--- src/rtl/rgb_frame_writer.sv ---
// rgb_frame_writer
//   Takes the per-pixel B/G/R stream from the RGB24 UDP parser and places
//   each pixel in a frame. The block tracks the frame position as one linear
//   pixel index and packs each pixel into a 32-bit word {8'h00, R, G, B}.
//   It tags each word with a frame-buffer word address and queues it in a
//   small first-word-fall-through FIFO. The FIFO drives a valid/ready
//   memory-write port. The parser cannot be stalled, so the block drops a
//   pixel when the FIFO is full and records the drop in a sticky flag.
//
// Ports
//   i_clk, i_rst_n   clock; asynchronous active-low reset
//   i_valid          one-cycle strobe, i_channel_B/G/R hold one pixel
//   i_channel_B/G/R  8-bit colour channels
//   i_frame_start    pulse: the next or coincident pixel is pixel (0,0)
//   o_wr_valid       FIFO head holds a word
//   i_wr_ready       writer accepts the head word this cycle
//   o_wr_addr        BASE_ADDR + pixel index, truncated to ADDR_W
//   o_wr_data        {8'h00, R, G, B}
//   o_frame_done     pulse in the cycle after the last pixel of a frame
//   o_overflow       sticky drop flag, cleared by reset or i_frame_start
//   o_fifo_level     current FIFO occupancy

module rgb_frame_writer #(
    parameter int IMG_W      = 640,
    parameter int IMG_H      = 480,
    parameter int BASE_ADDR  = 0,
    parameter int ADDR_W     = 25,
    parameter int FIFO_DEPTH = 16
) (
    input  logic                          i_clk,
    input  logic                          i_rst_n,
    input  logic                          i_valid,
    input  logic [7:0]                    i_channel_B,
    input  logic [7:0]                    i_channel_G,
    input  logic [7:0]                    i_channel_R,
    input  logic                          i_frame_start,
    output logic                          o_wr_valid,
    input  logic                          i_wr_ready,
    output logic [ADDR_W-1:0]             o_wr_addr,
    output logic [31:0]                   o_wr_data,
    output logic                          o_frame_done,
    output logic                          o_overflow,
    output logic [$clog2(FIFO_DEPTH):0]   o_fifo_level
);

    localparam int TOTAL = IMG_W * IMG_H;
    localparam int IDX_W = (TOTAL > 1) ? $clog2(TOTAL) : 1;
    localparam int PTR_W = (FIFO_DEPTH > 1) ? $clog2(FIFO_DEPTH) : 1;
    localparam int LVL_W = $clog2(FIFO_DEPTH) + 1;

    localparam logic [IDX_W-1:0]  LAST_IDX = IDX_W'(TOTAL - 1);
    localparam logic [ADDR_W-1:0] BASE     = ADDR_W'(BASE_ADDR);
    localparam logic [LVL_W-1:0]  FULL_LVL = LVL_W'(FIFO_DEPTH);

    typedef enum logic [0:0] {
        S_WAIT_SYNC = 1'b0,
        S_STREAM    = 1'b1
    } state_t;

    state_t           state, state_nxt;
    logic [IDX_W-1:0] idx, idx_nxt;
    logic [IDX_W-1:0] pix_idx;
    logic             take;
    logic             last_pix;

    logic [PTR_W-1:0] rd_ptr, wr_ptr;
    logic [LVL_W-1:0] level;
    logic             full, push, pop, drop;

    // ------------------------------------------------------------------
    // Frame geometry FSM
    // ------------------------------------------------------------------
    always_ff @(posedge i_clk or negedge i_rst_n) begin
        if (!i_rst_n) begin
            state <= S_WAIT_SYNC;
            idx   <= '0;
        end else begin
            state <= state_nxt;
            idx   <= idx_nxt;
        end
    end

    always_comb begin
        state_nxt = state;
        idx_nxt   = idx;
        // A frame_start forces the coincident pixel to index 0, whichever
        // state the FSM is in.
        pix_idx   = i_frame_start ? '0 : idx;
        take      = i_valid && (state == S_STREAM || i_frame_start);
        last_pix  = take && (pix_idx == LAST_IDX);

        if (take) begin
            // The index advances even when the FIFO drops the pixel, so the
            // frame geometry is kept.
            if (last_pix) begin
                idx_nxt   = '0;
                state_nxt = S_WAIT_SYNC;
            end else begin
                idx_nxt   = pix_idx + IDX_W'(1);
                state_nxt = S_STREAM;
            end
        end else if (i_frame_start) begin
            idx_nxt   = '0;
            state_nxt = S_STREAM;
        end
    end

    always_ff @(posedge i_clk or negedge i_rst_n) begin
        if (!i_rst_n) begin
            o_frame_done <= 1'b0;
            o_overflow   <= 1'b0;
        end else begin
            // The pulse fires even if the last pixel itself was dropped.
            o_frame_done <= last_pix;
            // A drop in the same cycle as a frame_start belongs to the new
            // frame, so the set wins over the clear.
            if (drop)
                o_overflow <= 1'b1;
            else if (i_frame_start)
                o_overflow <= 1'b0;
        end
    end

    // ------------------------------------------------------------------
    // FWFT FIFO. Fullness is judged on the level at the start of the
    // cycle, so a push into a full FIFO is dropped even when a pop
    // happens in the same cycle.
    // ------------------------------------------------------------------
    logic [ADDR_W-1:0] addr_mem [FIFO_DEPTH];
    logic [23:0]       pix_mem  [FIFO_DEPTH];

    assign full = (level == FULL_LVL);
    assign push = take && !full;
    assign drop = take && full;
    assign pop  = o_wr_valid && i_wr_ready;

    always_ff @(posedge i_clk) begin
        if (push) begin
            addr_mem[wr_ptr] <= BASE + ADDR_W'(pix_idx);
            pix_mem[wr_ptr]  <= {i_channel_R, i_channel_G, i_channel_B};
        end
    end

    always_ff @(posedge i_clk or negedge i_rst_n) begin
        if (!i_rst_n) begin
            rd_ptr <= '0;
            wr_ptr <= '0;
            level  <= '0;
        end else begin
            // The depth is a power of two, so the pointers wrap naturally.
            if (push)
                wr_ptr <= wr_ptr + PTR_W'(1);
            if (pop)
                rd_ptr <= rd_ptr + PTR_W'(1);
            case ({push, pop})
                2'b10:   level <= level + LVL_W'(1);
                2'b01:   level <= level - LVL_W'(1);
                default: level <= level;
            endcase
        end
    end

    // The head is gated with valid so that the outputs read zero while the
    // FIFO is empty. This includes reset, when the storage itself is not
    // cleared.
    assign o_wr_valid   = (level != '0);
    assign o_wr_addr    = o_wr_valid ? addr_mem[rd_ptr] : '0;
    assign o_wr_data    = o_wr_valid ? {8'h00, pix_mem[rd_ptr]} : 32'h0;
    assign o_fifo_level = level;

endmodule

--- config.mk ---
export PLATFORM = sky130hd
export DESIGN_NAME = rgb_frame_writer
export DESIGN_NICKNAME = d
export VERILOG_FILES = /design/src/rtl/rgb_frame_writer.sv
export SDC_FILE = /design/constraint.sdc
export NUM_CORES = 1
export LEC_CHECK = 0
export CORE_MARGIN = 2
export CORE_UTILIZATION = 27
export CTS_BUF_LIST = sky130_fd_sc_hd__clkbuf_16
export CTS_CLUSTER_SIZE = 25
export DETAILED_ROUTE_END_ITERATION = 16
export PLACE_DENSITY_LB_ADDON = 0.1
export SLEW_MARGIN = 25
export SYNTH_ARGS = -nofsm -noshare
export SYNTH_HDL_FRONTEND = slang
export SYNTH_SLANG_ARGS = --single-unit
--- constraint.sdc ---
create_clock -name i_clk -period 5.2 [get_ports i_clk]
set_input_delay 1.04 -clock i_clk [delete_from_list [all_inputs] [get_ports i_clk]]
set_output_delay 1.04 -clock i_clk [all_outputs]
set_load 0.005 [all_outputs]
==> impl_metrics.tcl <==
set metrics [dict create \
    run_status "complete, no violations" \
    grt_pass1_vias 14096 \
    crit_family "buffers and inverters" \
    clkPwrFrac_pct 30.3 \
    antenna_found_initial 1 \
    worst_pin_slew_ps 940.0 \
    p_int_w 0.01266 \
    fin_nets 1475 \
    clkSinkCount 723 \
    hold_viol 0 \
    switching_power_w 0.005360 \
    rr_worst_depth 11 \
    p_comb_share_pct 29.4 \
    startpoint_type "register" \
    post_cts_resize_count 0 \
    cts_buffers 81 \
    fin_worst_skew_ps 21.33 \
    period_needed_ps 4534 \
    worstHoldPathType "reg -> reg" \
    synthArstFlopShare_pct 4.841 \
    final_max_slew_viol_count 0 \
    crit_path_cell_trace "buf_4 > mux4_2 > mux2i_1 > o22ai_1 > clkdlybuf4s50_1" \
    htree_num_levels 3 \
    first_pass_iters 5 \
    power_density_nw_per_um2 536.3 \
    reg2reg_from "o_fifo_level[1]$_DFFE_PN0P_" \
    cp_max_fo 29 \
    avgSynthCellArea_um2 22.12 \
    switching_share_pct 29.74 \
    hold_buffers 0 \
    vias 13135 \
    hpwl_um 41470 \
    setup_viol 0 \
    cts_buffer_depth 3 \
    worstSetupEndpointType "output pin" \
    ys.flop_type "edfxtp_1" \
    finalPower_w 0.01803 \
    r2r-end "o_fifo_level[4]$_DFFE_PN0P_" \
    grt-ovfl-total 0 \
    crit_buf_inv 2 \
    syn_area_um2 28330 \
    crit_start "rd_ptr[0]$_DFFE_PN0P_" \
    yosys_warnings 0 \
    slowest_delay_ps 870 \
    rsz0062_at_grt "false" \
    crit_arrival_ps 3490 \
    maxClockFrequency_mhz 220.6 \
    routed_wirelength_um 74550 \
    syn_to_final_growth_pct 18.64 \
    synth-edff-count 688 \
    ant_nets 0 \
    gp_congestion 0.6845 \
    cts_tree "done" \
    drc_errors 0 \
    rows 118 \
    multi_input_comb_area_um2 6341 \
    cts-root-buf "clkbuf_16" \
    die_y_um 327.9 \
    port_buffers 79 \
    track_usage_pct 13.89 \
    start_util_pct 27.30 \
    post_cts_buffers 0 \
    finalSetupTns_ps 0 \
    drv_cap 0 \
    seq_area_um2 21550 \
    ios 94 \
    synth_seq_area_share_pct 76.01 \
    drive_above_1_share_pct 25.55 \
    crit_end "o_wr_data[8]" \
    ys_types 55 \
    die_w_um 327.9 \
    detail_route.wl_per_cell_um 25.89 \
    syn_inst 1281 \
    power_leakage_nw 11.22 \
    reg2reg_setup_slack_ps 2060 \
    final.period_utilization_pct 87.18 \
    n_fill_cell 9825 \
    vdd_drop_max_mv 0.2373 \
    power_frac_seq_pct 40.3 \
    drt_iter0_markers 943 \
    required_ps 4160 \
    diodes 0 \
    crit_type "reg -> out" \
    viasPerCell 4.562 \
    clk_latency_ps 630 \
    slew_headroom_pct 37.33 \
    dieArea_um2 107500 \
    cts.reportedPaths.clkPinSlew_ps 60 \
    synth-seq-cells 723 \
    core-area_um2 103800 \
    grt_pass1_wl_um 106700 \
    cp_slowest_cell "dfrtp_4" \
    worst-path-stages 5 \
    grt_max_degree 51 \
]
[placed cells by master, fill, tap and decap left out, types with 17 or more instances in the layout]
master	Yosys	routed
buf_4	19	41
edfxtp_1	688	688
and2_4	1	17
buf_12	0	18
clkinv_1	0	20
mux4_2	172	172
nand2_1	17	17
clkbuf_16	0	85
o22ai_1	45	45
dfrtp_1	35	32
inv_1	7	27
clkdlybuf4s50_1	0	78
mux2i_1	86	86
[cells in the mapped netlist (12+ instances only)]
| library cell | count | area, um2 |
|---|---|---|
| and2_1 | 17 | 106.4 |
| dfrtp_1 | 35 | 875.8 |
| buf_6 | 21 | 236.5 |
| mux2i_1 | 86 | 860.8 |
| mux4_2 | 172 | 3874 |
| clkbuf_1 | 14 | 52.55 |
| o22ai_1 | 45 | 281.5 |
| buf_2 | 14 | 70.07 |
| edfxtp_1 | 688 | 20660 |
| nor2b_1 | 14 | 87.58 |
| nand2_1 | 17 | 63.81 |
| nor2_1 | 16 | 60.06 |
| xor2_1 | 12 | 105.1 |
| buf_4 | 19 | 142.6 |
| xnor2_1 | 14 | 122.6 |
[worst min path at each step]
stage	slack, ps	cells past startpoint	from	to
2_1_floorplan	500	1	rd_ptr[2]$_DFFE_PN0P_	rd_ptr[2]$_DFFE_PN0P_
3_3_place_gp	540	1	rd_ptr[2]$_DFFE_PN0P_	rd_ptr[2]$_DFFE_PN0P_
4_1_cts	550	1	wr_ptr[3]$_DFFE_PN0P_	wr_ptr[3]$_DFFE_PN0P_
6_report	550	1	rd_ptr[2]$_DFFE_PN0P_	rd_ptr[2]$_DFFE_PN0P_
5_1_grt	570	1	wr_ptr[3]$_DFFE_PN0P_	wr_ptr[3]$_DFFE_PN0P_
3_5_place_dp	540	1	rd_ptr[2]$_DFFE_PN0P_	rd_ptr[2]$_DFFE_PN0P_
[stage by stage]
| stage | hold WS, ps | cells | utilization (%) | setup WS (ps) | instance area, um2 |
|---|---|---|---|---|---|
| global placement | 536.8 | 2733 | 29.93 | 1039 | 31070 |
| finish | 553.1 | 2879 | 32.38 | 666.5 | 33610 |
| floorplan | 497.9 | 1294 | - | 1855 | 28380 |
| detailed placement | 540.8 | 2733 | 29.96 | 1059 | 31090 |
| global route | 570.6 | 2879 | 32.38 | 484.9 | 33610 |
| CTS | 549.4 | 2879 | 32.38 | 579.8 | 33610 |
[routing by layer]
layer  GRT usage (%)  part of all wire, %
met2           22.31                   48
met1           19.66                   47
met3           2.325                  3.3
met4           3.281                  1.7
met5               0               0.0094
[area by class of cell]
class | instances | area share (%)
well taps | 1380 | 5.137
multi-input cells | 485 | 18.87
flip-flops and latches | 723 | 64.10
inverters | 7 | 0.07817
clock buffers | 85 | 6.328
repair buffers | 138 | 4.325
clock inverters | 61 | 1.161
[flip-flops by register name, summed over array words and instances, names as in the netlist]
signal,cells
pix_mem,384
addr_mem,304
idx,19
o_fifo_level,5
rd_ptr,4
wr_ptr,4
o_frame_done,1
o_overflow,1
state,1
[power groups by stage]
stage | Sequential, W | Clock, W | Combinational [W]
after floorplan | 0.00712 | 0 | 0.00336
after global placement | 0.00739 | 0 | 0.00552
after detailed placement | 0.00739 | 0 | 0.00549
after CTS | 0.00727 | 0.00564 | 0.00551
after global routing | 0.00731 | 0.00585 | 0.00573
final | 0.00726 | 0.00547 | 0.00530
[cell families (layout without fill, tap and decap cells)]
kind of cell	after synthesis	in the layout	share of synthesized area, %
flops	723	723	76.01
mux	260	260	16.80
simple gates	111	111	2.486
buf+inv	86	291	2.014
compound gates	64	64	1.426
xor+xnor	26	26	0.8038
fa+ha+maj	10	10	0.4416
other cells	1	14	0.01324
No activity file was read; power rests on OpenSTA's default activity.
